--- src/rtl/kdtree_pkg.sv ---
// Shared constants, node-word field layout and the loader state enum for the
// kd-tree node loader.
package kdtree_pkg;

  localparam int DATA_WIDTH    = 55;
  localparam int STORAGE_WIDTH = 22;
  localparam int ELEM_WIDTH    = 11;
  localparam int PATCH_ELEMS   = 5;

  // Node word = {median (signed), index}
  localparam int IDX_LSB = 0;
  localparam int IDX_MSB = ELEM_WIDTH - 1;
  localparam int MED_LSB = ELEM_WIDTH;
  localparam int MED_MSB = STORAGE_WIDTH - 1;

  typedef enum logic [1:0] {
    ST_IDLE = 2'd0,
    ST_LOAD = 2'd1,
    ST_DONE = 2'd2
  } loader_state_e;

endpackage

--- src/rtl/node_wen_decoder.sv ---
// Binary node counter to one-hot write-enable decoder; all zeros when en=0.
module node_wen_decoder #(
  parameter int NUM_NODES = 31,
  parameter int CNT_W     = 5
) (
  input  logic                 en,
  input  logic [CNT_W-1:0]     idx,
  output logic [NUM_NODES-1:0] onehot
);

  always_comb begin
    onehot = '0;
    for (int i = 0; i < NUM_NODES; i++) begin
      onehot[i] = en && (idx == CNT_W'(i));
    end
  end

endmodule

--- src/rtl/kdtree_node_loader.sv ---
// Streams NUM_NODES node words into the tree, one registered one-hot write per
// accepted word. Define KDTREE_LOADER_IDX_CHECK_EN to enable index range checking.
//
// Handshake: a word transfers on a rising edge where in_valid && in_ready;
// in_ready is high only in LOAD, and in_valid may be held across gaps.
module kdtree_node_loader #(
  parameter int NUM_NODES     = 31,
  parameter int STORAGE_WIDTH = 22,
  parameter int PATCH_ELEMS   = 5
) (
  input  logic                     clk,
  input  logic                     rst_n,
  input  logic                     start,
  input  logic                     abort,
  input  logic                     in_valid,
  input  logic [STORAGE_WIDTH-1:0] in_data,
  output logic                     in_ready,
  output logic [NUM_NODES-1:0]     wen,
  output logic [STORAGE_WIDTH-1:0] wdata,
  output logic                     busy,
  output logic                     done,
  output logic                     err,
  output logic [1:0]               state_dbg
);

  import kdtree_pkg::*;

  localparam int CNT_W = (NUM_NODES > 1) ? $clog2(NUM_NODES) : 1;
  localparam logic [CNT_W-1:0] LAST_CNT = CNT_W'(NUM_NODES - 1);

  loader_state_e state_q, state_d;
  logic [CNT_W-1:0]         cnt_q;
  logic [NUM_NODES-1:0]     wen_q;
  logic [NUM_NODES-1:0]     wen_d;
  logic [STORAGE_WIDTH-1:0] wdata_q;
  logic [STORAGE_WIDTH-1:0] word_w;
  logic                     hs;
  logic                     start_load;

  // A patch must hold at least one element and fit in the index field.
  if (PATCH_ELEMS < 1 || PATCH_ELEMS > (1 << ELEM_WIDTH)) begin : g_bad_patch_elems
  end

  always_ff @(posedge clk) begin
    if (!rst_n) state_q <= ST_IDLE;
    else        state_q <= state_d;
  end

  always_comb begin
    state_d    = state_q;
    hs         = 1'b0;
    start_load = 1'b0;
    case (state_q)
      ST_IDLE: begin
        if (start) begin
          state_d    = ST_LOAD;
          start_load = 1'b1;
        end
      end
      ST_LOAD: begin
        if (in_valid) begin
          hs = 1'b1;
          if (cnt_q == LAST_CNT) state_d = ST_DONE;
        end
      end
      ST_DONE: begin
        if (start) begin
          state_d    = ST_LOAD;
          start_load = 1'b1;
        end
      end
      default: state_d = ST_IDLE;
    endcase
    // abort beats both a pending handshake and a start
    if (abort) begin
      state_d    = ST_IDLE;
      hs         = 1'b0;
      start_load = 1'b0;
    end
  end

  node_wen_decoder #(
    .NUM_NODES (NUM_NODES),
    .CNT_W     (CNT_W)
  ) u_wen_dec (
    .en     (hs),
    .idx    (cnt_q),
    .onehot (wen_d)
  );

`ifdef KDTREE_LOADER_IDX_CHECK_EN
  logic idx_bad;
  logic err_q;

  assign idx_bad = in_data[IDX_MSB:IDX_LSB] >= ELEM_WIDTH'(PATCH_ELEMS);
  assign word_w  = idx_bad ? {in_data[STORAGE_WIDTH-1:MED_LSB], {ELEM_WIDTH{1'b0}}} : in_data;

  always_ff @(posedge clk) begin
    if (!rst_n)          err_q <= 1'b0;
    else if (start_load) err_q <= 1'b0;
    else if (hs && idx_bad) err_q <= 1'b1;
  end

  assign err = err_q;
`else
  assign word_w = in_data;
  assign err    = 1'b0;
`endif

  always_ff @(posedge clk) begin
    if (!rst_n) begin
      cnt_q   <= '0;
      wen_q   <= '0;
      wdata_q <= '0;
    end else begin
      wen_q <= wen_d;
      if (hs) wdata_q <= word_w;
      if (abort || start_load) cnt_q <= '0;
      else if (hs)             cnt_q <= cnt_q + CNT_W'(1);
    end
  end

  assign wen       = wen_q;
  assign wdata     = wdata_q;
  assign in_ready  = (state_q == ST_LOAD);
  assign busy      = (state_q == ST_LOAD);
  assign done      = (state_q == ST_DONE);
  assign state_dbg = state_q;

endmodule

--- config.mk ---
export PLATFORM = sky130hd
export DESIGN_NAME = kdtree_node_loader
export DESIGN_NICKNAME = d
export VERILOG_FILES = /design/src/rtl/kdtree_pkg.sv /design/src/rtl/node_wen_decoder.sv /design/src/rtl/kdtree_node_loader.sv
export SDC_FILE = /design/constraint.sdc
export NUM_CORES = 1
export LEC_CHECK = 0
export ABC_AREA = 0
export CORE_MARGIN = 5
export CORE_UTILIZATION = 45
export CTS_CLUSTER_DIAMETER = 150
export DETAILED_ROUTE_END_ITERATION = 10
export HOLD_SLACK_MARGIN = 0.15
export PLACE_DENSITY_LB_ADDON = 0.12
export SLEW_MARGIN = 5
export SYNTH_ARGS = -nofsm -noshare
export SYNTH_HDL_FRONTEND = slang
export SYNTH_SLANG_ARGS = --single-unit
export TNS_END_PERCENT = 20
--- constraint.sdc ---
create_clock -name clk -period 2.7 [get_ports clk]
set_input_delay 0.54 -clock clk [delete_from_list [all_inputs] [get_ports clk]]
set_output_delay 0.54 -clock clk [all_outputs]
set_load 0.05 [all_outputs]
## Word level (Yosys, flattened, before mapping)

Cells that the tools add are included.
Widths: inputs -> output; s select.

| word-level totals | value |
|---|---|
| bits of input ports | 27 |
| flip-flop bits (word level) | 60 |
| word-level logic and storage cells | 89 |

| cells by class | value |
|---|---|
| add/sub/neg operators | 1 |
| reductions and logical operators | 38 |
| bitwise operators | 1 |
| mux-type cells | 10 |
| eq/ne operators | 35 |

Operators with widths:

| cell | number |
|---|---|
| $eq 5x5->1 const B | 15 |
| $eq 5x4->1 const B | 8 |
| $logic_and 1x1->1 | 31 |
| $eq 5x3->1 const B | 4 |
| $eq 5x2->1 const B | 2 |
| $mux 1 | 6 |
| $mux 2 | 3 |
| $reduce_or 2->1 | 3 |
| $add 5x1->5 const B | 1 |
| $eq 5x1->1 const B | 1 |
| $logic_not 5->1 | 1 |
| $ne 2x1->1 const B | 2 |
| $pmux 2 s2 | 1 |
| $reduce_and 3->1 | 1 |
| $eq 2x1->1 const B | 1 |
| $eq 2x2->1 const B | 1 |
| $logic_not 2->1 | 1 |
| $ne 2x2->1 const B | 1 |
| $logic_or 1x1->1 | 1 |
| $not 1->1 | 1 |

## Depth between registers and ports, before layout

Gate-level depths: netlist (run 1).

| depth | value |
|---|---|
| depth after elaboration | 6 |
| mapped depth | 6 |

## Modules after synthesis

Synthesis (run 1) repeated with hierarchy kept, for this count alone.

| unflattened totals | value |
|---|---|
| cells, all modules | 252 |
| area, all modules | 2230.9 µm² |

By module, submodules not included:

| module | area each (µm²) | seq. area each (µm²) | cells an instance | instances |
|---|---|---|---|---|
| kdtree_node_loader | 2004.4 | 1201.2 | 206 | 1 |
| node_wen_decoder | 226.5 | 0.0 | 46 | 1 |

## Worst setup path after synthesis (run 1)

Ideal clock, no wire load.

| path | value |
|---|---|
| kind | flip-flop to output port |
| start | register state_q[0], in the netlist state_dbg[0] |
| end | output port in_ready |
| data arrival time | 1.872 ns |
| data required time | 2.160 ns |
| stages on the path, launching flop included | 3 |
| path buffers | 1 |
| setup slack | 0.288 ns |
| cell sequence | dfxtp_1 nor2b_1 buf_4 |

| between the ends | value |
|---|---|
| longest elaborated chain between the ends | 1 |

Ends and longest elaborated chain:

| what | line | source |
|---|---|---|
| from (decl) | kdtree_node_loader.sv:31 | `loader_state_e state_q, state_d;` |
| from (signal assigned) | kdtree_node_loader.sv:46 | `else state_q <= state_d;` |
| $eq 2x1->1 | n/a |  |
| to (decl) | kdtree_node_loader.sv:17 | `output logic in_ready,` |

No other way between the ends.

## Worst setup path in the final report (run 1)

| path | value |
|---|---|
| start | register state_q[0], in the netlist state_dbg[0] |
| end | output port busy |

| between the ends | value |
|---|---|
| longest elaborated chain between the ends | 1 |

Ends and longest elaborated chain:

| what | line | source |
|---|---|---|
| $eq 2x1->1 | kdtree_node_loader.sv:126 | `assign busy = (state_q == ST_LOAD);` |
| to (decl) | kdtree_node_loader.sv:20 | `output logic busy,` |

No other way between the ends.

==> results_dict.tcl, run 1 <==
set metrics [dict create \
    routed_wirelength_um 4827 \
    grt_antenna_before_repair 0 \
    hold_viol 0 \
    fp.dieArea_sq_um 6125 \
    synth_nets 258 \
    synth_area_leaders "sky130_fd_sc_hd__dfxtp_1 57%, sky130_fd_sc_hd__nand2_1 9.1%, sky130_fd_sc_hd__a21boi_0 8.2%" \
    hold_path_depth 2 \
    fin_tns_setup_ns 0 \
    ys_seq_elements 60 \
    max_slew.worst_pin.slew_ns 0.5246 \
    worst_r2r_path_depth 4 \
    grt_overflow_total 0 \
    tritoncts "built" \
    setup_repair_after_global_routing_missed_its_margin "false" \
    post_cts.repair.setup_buffers 0 \
    period_needed_ns 2.367 \
    worst_hold_slack_ns 0.4605 \
    gp_routability_congestion 0.7753 \
    cts.path.max_buffers 2 \
    max_slew_margin 0.6492 \
    setup_violations 0 \
    synth-edff-count 0 \
    status "complete, no violations" \
    synth_top_area_cell "sky130_fd_sc_hd__dfxtp_1" \
    timing.critical_path.from "state_dbg[0]$_SDFFE_PP0P_" \
    worst_setup_hold_path_clk_slew_ns 0.07 \
    power-per-cell-area_nw_per_um2 597.8 \
    total_power_mw 1.889 \
    cts-buffers-inserted 9 \
    grt.total_usage 0.1646 \
    end_kind "output port" \
    synth-main-ff-cell "sky130_fd_sc_hd__dfxtp_1" \
    timing.critical_path.from_type "flip-flop" \
    grt_pass1_vias 1708 \
    async_flop_share 0 \
    dpl.hpwl_um 3471 \
    timing.fmax_ghz 0.4224 \
    syn2layout_area_growth_pct 50.72 \
    insertedDiodeCount 0 \
    detailedRoute.firstPassIterationCount 5 \
    timing.final.crit_share 0.8768 \
    cts_sinks 60 \
    place_area_sq_um 2937 \
    vias_per_cell 4.755 \
    clk_root_buffer_cell "sky130_fd_sc_hd__clkbuf_8" \
    num_io_pins 86 \
    cts_htree_levels 3 \
    detail_route.iter0.violations 50 \
    cp_max_fo 8 \
    post-route-cell-area_sq_um 3161 \
    ff2ff_setup_slack_ns 1.32 \
    yosysSeqAreaShare 0.5728 \
    route.detailed.drc 0 \
    cp-endpoint "busy" \
    drv.max_cap_violation_count 0 \
    die-width_um 78.27 \
    timing.setup.critical_path_class "reg -> out" \
    post_synth.cell_area_avg_sq_um 9.279 \
    wl_per_cell_um 13.15 \
    post-route-util 0.7111 \
    die_height_um 78.27 \
    required_ns 2.16 \
    leakage_nw 1.114 \
    maximum_number_of_pins_on_one_net_before_global_route_repair 28 \
    fin_skew_ns 0.002548 \
    timing.rr.end "cnt_q[3]$_SDFFE_PP0P_" \
    core-area_sq_um 4444 \
    finalNetCount 342 \
    ys.warnings.count 0 \
    final_max_slew_viol_count 0 \
    synth_cell_types 27 \
    wire_length_of_the_first_global_routing_pass_um 7921 \
    post_synth_inst_count 226 \
    synthesis.area_sq_um 2097 \
    worst_r2r_startpoint "state_dbg[0]$_SDFFE_PP0P_" \
    cts.repair.resized 0 \
    worst_hold_check_path_type "reg -> reg" \
    nFillCells 370 \
    yosys.area.top_type_share 0.5728 \
    peakVddDrop_v 0.0003845 \
    worst-endpoint-arrival_ns 1.83 \
    clk_latency_ns 0.33 \
    post_route_cells_drive_above_1_share 0.07302 \
    floorplan.rows 24 \
    port-buffer-count 84 \
    floorplan.initialDensity 0.4718 \
    via_count 1745 \
    ant_nets 0 \
    synth_top_cells_by_count "60 x sky130_fd_sc_hd__dfxtp_1, 51 x sky130_fd_sc_hd__nand2_1, 29 x sky130_fd_sc_hd__nor2_1" \
    cts.hold.buffers_added 0 \
    yosysMostFrequentCell "sky130_fd_sc_hd__dfxtp_1" \
]
## per-stage QoR
stage / setup WS, ns / cells
after detailed placement: 0.6575 / 351
after CTS: 0.3006 / 367
after floorplan: 0.2882 / 226
after global routing: 0.2199 / 367
after global placement: 0.6960 / 351
final: 0.3326 / 367
## report_power, final
part	switching [mW]	internal, mW	leakage, nW
clock	0.360	0.525	0.114
sequential	0.00387	0.890	0.484
combinational	0.0535	0.0561	0.516
total	0.418	1.47	1.11
## metal layers
metal	share of wire	global-route usage	wire length, um
met2	0.45	0.2697	2191
met3	0.090	0.06293	433
met4	0.021	0.08392	99
met1	0.44	0.1877	2103
met5	0	0	0
## worst min path at each step
stage                                       from                endpoint  slack [ns]
after global routing       wdata[9]$_SDFFE_PN0P_   wdata[9]$_SDFFE_PN0P_        0.49
after global placement     wdata[7]$_SDFFE_PN0P_   wdata[7]$_SDFFE_PN0P_        0.45
final                     wdata[21]$_SDFFE_PN0P_  wdata[21]$_SDFFE_PN0P_        0.46
after detailed placement   wdata[9]$_SDFFE_PN0P_   wdata[9]$_SDFFE_PN0P_        0.46
after floorplan            cnt_q[0]$_SDFFE_PP0P_   cnt_q[0]$_SDFFE_PP0P_        0.48
after CTS                 wdata[21]$_SDFFE_PN0P_  wdata[21]$_SDFFE_PN0P_        0.46
## state kept, by name, indices dropped and copies added, names as in the netlist
signal     flops
wdata         22
wen           31
cnt_q          5
state_dbg      2
## final cells by class
cell class | instances | area [sq um] | share of cell area
inverter | 5 | 18.77 | 0.005938
multi-input combinational | 145 | 773.2 | 0.2447
clock buffer | 9 | 123.9 | 0.03919
clock inverter | 7 | 100.1 | 0.03167
tap | 52 | 65.06 | 0.02059
timing repair buffer | 89 | 878.3 | 0.2779
sequential | 60 | 1201 | 0.3800
## cells in the final DEF, fill, tap and decap left out
cell type	Yosys	routed
sky130_fd_sc_hd__a211oi_1	1	1
sky130_fd_sc_hd__a21boi_0	23	23
sky130_fd_sc_hd__a21oi_1	4	4
sky130_fd_sc_hd__and3_1	1	1
sky130_fd_sc_hd__and4bb_1	1	1
sky130_fd_sc_hd__and4bb_2	1	1
sky130_fd_sc_hd__buf_4	2	5
sky130_fd_sc_hd__bufinv_16	0	2
sky130_fd_sc_hd__clkbuf_8	0	9
sky130_fd_sc_hd__clkdlybuf4s50_1	0	84
sky130_fd_sc_hd__clkinv_2	0	1
sky130_fd_sc_hd__clkinv_4	0	3
sky130_fd_sc_hd__conb_1	1	1
sky130_fd_sc_hd__dfxtp_1	60	60
sky130_fd_sc_hd__ha_1	5	5
sky130_fd_sc_hd__inv_1	5	5
sky130_fd_sc_hd__inv_6	0	1
sky130_fd_sc_hd__nand2_1	51	51
sky130_fd_sc_hd__nand2b_1	3	3
sky130_fd_sc_hd__nand3_1	2	2
sky130_fd_sc_hd__nand4_1	7	7
sky130_fd_sc_hd__nand4bb_1	1	1
sky130_fd_sc_hd__nor2_1	29	29
sky130_fd_sc_hd__nor2b_1	4	4
sky130_fd_sc_hd__nor4_1	4	4
sky130_fd_sc_hd__o21a_1	1	1
sky130_fd_sc_hd__o21ai_0	3	3
sky130_fd_sc_hd__or2_2	1	1
sky130_fd_sc_hd__or3_1	2	2
## worst max-delay path: stages (launching register included)
cell	delay, ns
sky130_fd_sc_hd__dfxtp_1	0.44
sky130_fd_sc_hd__nor2b_1	0.23
sky130_fd_sc_hd__clkdlybuf4s50_1	0.83
## logic make-up after synthesis
| family | synth area share |
|---|---|
| AND/OR/NAND/NOR | 0.2309 |
| flip-flops | 0.5728 |
| AO/OA/AOI/OAI | 0.1062 |
| buffers and inverters | 0.05847 |
| adder cells (fa/ha/maj) | 0.02983 |
| other | 0.001788 |
No activity file was read; power rests on OpenSTA's default activity.
==> inputs of run 2 (changes only) <==
CORE_MARGIN = 2   (was 5)
==> results_dict.tcl, run 2 (same netlist as run 1, synthesis figures left out) <==
set metrics [dict create \
    grt.total_usage 0.1876 \
    hold_path_depth 2 \
    setup_repair_after_global_routing_missed_its_margin "false" \
    timing.fmax_ghz 0.4181 \
    largest_register_ff_count 31 \
    worst_setup_hold_path_clk_slew_ns 0.07 \
    setup_violations 0 \
    status "complete, no violations" \
    worst_hold_check_path_type "reg -> reg" \
    timing.critical_path.from_type "flip-flop" \
    post_cts.repair.setup_buffers 0 \
    timing.rr.end "cnt_q[3]$_SDFFE_PP0P_" \
    cp_max_fo 8 \
    power-per-cell-area_nw_per_um2 573.9 \
    route.detailed.drc 0 \
    wl_per_cell_um 12.17 \
    max_slew.worst_pin.slew_ns 0.5213 \
    routed_wirelength_um 4455 \
    via_count 1765 \
    worstHoldEndpoint "wdata[3]$_SDFFE_PN0P_" \
    clk_root_buffer_cell "sky130_fd_sc_hd__clkbuf_8" \
    cts.repair.resized 0 \
    cts.path.max_buffers 2 \
    max_slew_margin 0.6514 \
    required_ns 2.16 \
    worst-endpoint-arrival_ns 1.85 \
    leakage_nw 1.093 \
    floorplan.initialDensity 0.4751 \
    peakVddDrop_v 0.0005251 \
    end_kind "output port" \
    ff2ff_setup_slack_ns 1.31 \
    ant_nets 0 \
    timing.setup.critical_path_class "reg -> out" \
    mostFrequentLayoutCell "sky130_fd_sc_hd__clkdlybuf4s50_1" \
    cts-buffers-inserted 9 \
    place_area_sq_um 2929 \
    post_route_cells_drive_above_1_share 0.07006 \
    floorplan.rows 24 \
    die-width_um 72.27 \
    cts_sinks 60 \
    num_io_pins 86 \
    syn2layout_area_growth_pct 49.28 \
    layout.cells.most_common_list "84 x sky130_fd_sc_hd__clkdlybuf4s50_1, 60 x sky130_fd_sc_hd__dfxtp_1, 51 x sky130_fd_sc_hd__nand2_1" \
    detailedRoute.firstPassIterationCount 4 \
    post-route-util 0.7092 \
    grt_overflow_total 0 \
    period_needed_ns 2.392 \
    cts_htree_levels 3 \
    timing.final.crit_share 0.8859 \
    total_power_mw 1.797 \
    detail_route.iter0.violations 57 \
    post-route-cell-area_sq_um 3131 \
    dpl.hpwl_um 3101 \
    tritoncts "built" \
    insertedDiodeCount 0 \
    finalNetCount 341 \
    final_max_slew_viol_count 0 \
    clk_latency_ns 0.33 \
    port-buffer-count 84 \
    maximum_number_of_pins_on_one_net_before_global_route_repair 28 \
    vias_per_cell 4.822 \
    drv.max_cap_violation_count 0 \
    fin_tns_setup_ns 0 \
    worst_r2r_path_depth 3 \
    cts.hold.buffers_added 0 \
    grt_antenna_before_repair 0 \
    worst_hold_slack_ns 0.4592 \
    worst_r2r_startpoint "state_dbg[0]$_SDFFE_PP0P_" \
    fp.dieArea_sq_um 5222 \
    grt_pass1_vias 1641 \
    hold_crit_start "wdata[3]$_SDFFE_PN0P_" \
    hold_viol 0 \
    gp_routability_congestion 0.8079 \
    die_height_um 72.27 \
    wire_length_of_the_first_global_routing_pass_um 7286 \
    core-area_sq_um 4414 \
    fin_skew_ns 0.003993 \
]
run 2: critical path: stages (launching register included):
cell and delay [ns]:
sky130_fd_sc_hd__dfxtp_1 0.44, sky130_fd_sc_hd__nor2b_1 0.24, sky130_fd_sc_hd__clkdlybuf4s50_1 0.84
run 2: through the flow:
stage | worst slack, ns | std cells
after global routing | 0.1488 | 366
final | 0.3081 | 366
after global placement | 0.6046 | 350
after floorplan | 0.2882 | 226
after detailed placement | 0.5547 | 350
after CTS | 0.2831 | 366
run 2: how the worst max path moves through the flow:
stage	cells after the start	endpoint	from
CTS	2	busy	state_dbg[0]$_SDFFE_PP0P_
detailed placement	4	cnt_q[3]$_SDFFE_PP0P_	in_valid
floorplan	2	in_ready	state_dbg[0]$_SDFFE_PP0P_
finish	2	busy	state_dbg[0]$_SDFFE_PP0P_
global placement	4	cnt_q[3]$_SDFFE_PP0P_	in_valid
global route	2	busy	state_dbg[0]$_SDFFE_PP0P_
run 2: area by class of cell:
class                      instances  area [sq um]
sequential                        60          1201
clock inverter                     6         63.81
inverter                           5         18.77
clock buffer                      10         137.6
timing repair buffer              88         870.8
tap                               52         65.06
fill                             362          1284
multi-input combinational        145         773.2
run 2: layer usage:
layer / global-route usage / wire, um / up-vias
met5: 0 / 0 / -
met4: 0.07966 / 55 / 0
met3: 0.1000 / 361 / 4
met2: 0.2926 / 2097 / 65
met1: 0.2141 / 1941 / 799
li1: - / - / 897
run 2: power breakdown:
group	internal [mW]	switching, mW
clock network	0.449	0.346
logic	0.0551	0.0531
registers	0.891	0.00376
==> inputs of run 3 (changes only) <==
CORE_UTILIZATION = 46   (was 45)
REMOVE_ABC_BUFFERS = 1   (was unset)
SYNTH_HIERARCHICAL = 1   (was unset)
==> results_dict.tcl, run 3 <==
set metrics [dict create \
    status "complete, no violations" \
    synthesis.area_sq_um 2231 \
    clk_root_buffer_cell "sky130_fd_sc_hd__clkbuf_8" \
    worstHoldEndpoint "wdata[13]$_SDFFE_PN0P_" \
    period_needed_ns 2.309 \
    insertedDiodeCount 0 \
    timing.rr.end "wen[15]$_SDFF_PN0_" \
    die_height_um 73.64 \
    post_place_setup_slack_ns 0.3602 \
    yosys.area.top_type_share 0.5384 \
    grt.total_usage 0.1780 \
    detailedRoute.firstPassIterationCount 4 \
    timing.final.crit_share 0.8552 \
    synth_top_cells_by_count "60 x sky130_fd_sc_hd__dfxtp_1, 49 x sky130_fd_sc_hd__nand2_1, 32 x sky130_fd_sc_hd__nor2_1" \
    port-buffer-count 84 \
    detail_route.iter0.violations 94 \
    max_slew.worst_pin.slew_ns 0.5199 \
    cts.repair.resized 0 \
    timing.setup.critical_path_class "reg -> out" \
    place_area_sq_um 3089 \
    synth_area_leaders "sky130_fd_sc_hd__dfxtp_1 54%, sky130_fd_sc_hd__and2_1 8.7%, sky130_fd_sc_hd__nand2_1 8.2%" \
    timing.fmax_ghz 0.4331 \
    cts_sinks 60 \
    post_route_cells_drive_above_1_share 0.05015 \
    hold_viol 0 \
    ys.warnings.count 6 \
    timing.critical_path.from_type "flip-flop" \
    ys_seq_elements 60 \
    wl_per_cell_um 11.28 \
    syn2layout_area_growth_pct 45.77 \
    power-per-cell-area_nw_per_um2 513.7 \
    floorplan.rows 25 \
    final_max_slew_viol_count 0 \
    vias_per_cell 4.728 \
    cts.hold.buffers_added 0 \
    final_cell_count_no_fill 393 \
    largest_register_ff_count 31 \
    maximum_number_of_pins_on_one_net_before_global_route_repair 55 \
    placedCellCount 377 \
    worst_r2r_startpoint "state_dbg[0]$_SDFFE_PP0P_" \
    tritoncts "built" \
    cts.path.max_buffers 2 \
    grt_antenna_before_repair 0 \
    core-area_sq_um 4692 \
    cts-buffers-inserted 9 \
    synth_cell_types 30 \
    async_flop_share 0 \
    grt_overflow_total 0 \
    post_synth.cell_area_avg_sq_um 8.853 \
    peakVddDrop_v 0.0003232 \
    via_count 1858 \
    cts_htree_levels 3 \
    gp_routability_congestion 0.7663 \
    fp.dieArea_sq_um 5423 \
    yosysSeqAreaShare 0.5384 \
    drv.max_cap_violation_count 0 \
    yosysMostFrequentCell "sky130_fd_sc_hd__dfxtp_1" \
    die-width_um 73.64 \
    num_io_pins 86 \
    worst_r2r_path_depth 6 \
    synth_top_area_cell "sky130_fd_sc_hd__dfxtp_1" \
    setup_repair_after_global_routing_missed_its_margin "false" \
    post-route-cell-area_sq_um 3252 \
    ant_nets 0 \
    routed_wirelength_um 4433 \
    synth-edff-count 0 \
    worst-endpoint-arrival_ns 1.77 \
    worst_setup_hold_path_clk_slew_ns 0.06 \
    route.detailed.drc 0 \
    layout.cells.most_common_list "84 x sky130_fd_sc_hd__clkdlybuf4s50_1, 60 x sky130_fd_sc_hd__dfxtp_1, 49 x sky130_fd_sc_hd__nand2_1" \
    synth-main-ff-cell "sky130_fd_sc_hd__dfxtp_1" \
    setup_violations 0 \
    setup_ws_ns 0.3909 \
    hold_crit_start "wdata[13]$_SDFFE_PN0P_" \
    fin_tns_setup_ns 0 \
    max_slew_margin 0.6523 \
    mostFrequentLayoutCell "sky130_fd_sc_hd__clkdlybuf4s50_1" \
    clk_latency_ns 0.32 \
    required_ns 2.16 \
    post_cts.repair.setup_buffers 0 \
    wire_length_of_the_first_global_routing_pass_um 7286 \
    ff2ff_setup_slack_ns 1.03 \
    cp_max_fo 6 \
    fin_skew_ns 0.009298 \
    worst_hold_check_path_type "reg -> reg" \
    dpl.hpwl_um 3029 \
    end_kind "output port" \
    grt_pass1_vias 1666 \
    post_synth_inst_count 252 \
    floorplan.initialDensity 0.4755 \
    timing.critical_path.from "state_dbg[0]$_SDFFE_PP0P_" \
    finalNetCount 363 \
    hold_path_depth 2 \
    leakage_nw 1.165 \
]
[run 3: cell types whose count changed after synthesis, sizes merged, moves of 2 or more]
cell,before,now
nand4,7,2
buf,14,7
nand4b,0,3
and4bb,2,0
nand2b,3,5
nand2,51,49
nor2,29,32
or4,0,2
ha,5,2
nand4bb,1,4
and2,0,31
nor2b,4,2
clkbuf,2,9
nor4,4,0
[run 3: power by group]
part	internal, mW	switching [mW]
clock network	0.356	0.307
registers	0.891	0.00325
logic	0.0556	0.0568
total	1.30	0.367
[run 3: metrics by stage]
stage / total power [mW] / hold WS [ns] / util
3_5_place_dp: 1.027 / 0.4571 / 0.6584
5_1_grt: 1.732 / 0.4765 / 0.6931
4_1_cts: 1.684 / 0.4645 / 0.6931
6_report: 1.670 / 0.4588 / 0.6931
2_1_floorplan: 0.9603 / 0.5010 / -
3_3_place_gp: 1.026 / 0.4486 / 0.6584
[run 3: worst max-delay path by stage]
stage | to | slack (ns) | cells past startpoint
floorplan | wen[0]$_SDFF_PN0_ | -0.05 | 5
global placement | wen[6]$_SDFF_PN0_ | 0.44 | 7
detailed placement | wen[9]$_SDFF_PN0_ | 0.36 | 7
CTS | busy | 0.37 | 2
global route | in_ready | 0.31 | 2
finish | busy | 0.39 | 2
[run 3: worst max-delay path, cell delays in order (launching register included)]
cell	delay [ns]
sky130_fd_sc_hd__dfxtp_1	0.40
sky130_fd_sc_hd__nor2b_1	0.22
sky130_fd_sc_hd__clkdlybuf4s50_1	0.83
[run 3: layout make-up]
type / count / area (sq um)
fillers: 399 / 1440
well taps: 54 / 67.56
flip-flops and latches: 60 / 1201
clock buffers: 14 / 152.6
repair buffers: 87 / 863.3
clock inverters: 2 / 10.01
inverters: 4 / 15.01
multi-input cells: 172 / 942.2
[run 3: cells by family (layout without fill, tap and decap cells)]
kind of cell             Yosys count  in the layout  synth area share
multiplexers                       1              1          0.004487
AO/OA/AOI/OAI                     31             31           0.09647
buffers and inverters             20            107           0.03925
AND/OR/NAND/NOR                  137            137            0.3085
other                              1              1          0.001681
adder cells (fa/ha/maj)            2              2           0.01122
flip-flops                        60             60            0.5384
[run 3: per-layer routing]
layer	global-route usage	vias up	wire (um)
met4	0.1293	0	104
met2	0.2669	63	2062
li1	-	966	-
met3	0.06447	10	339
met5	0	-	0
met1	0.2083	819	1926
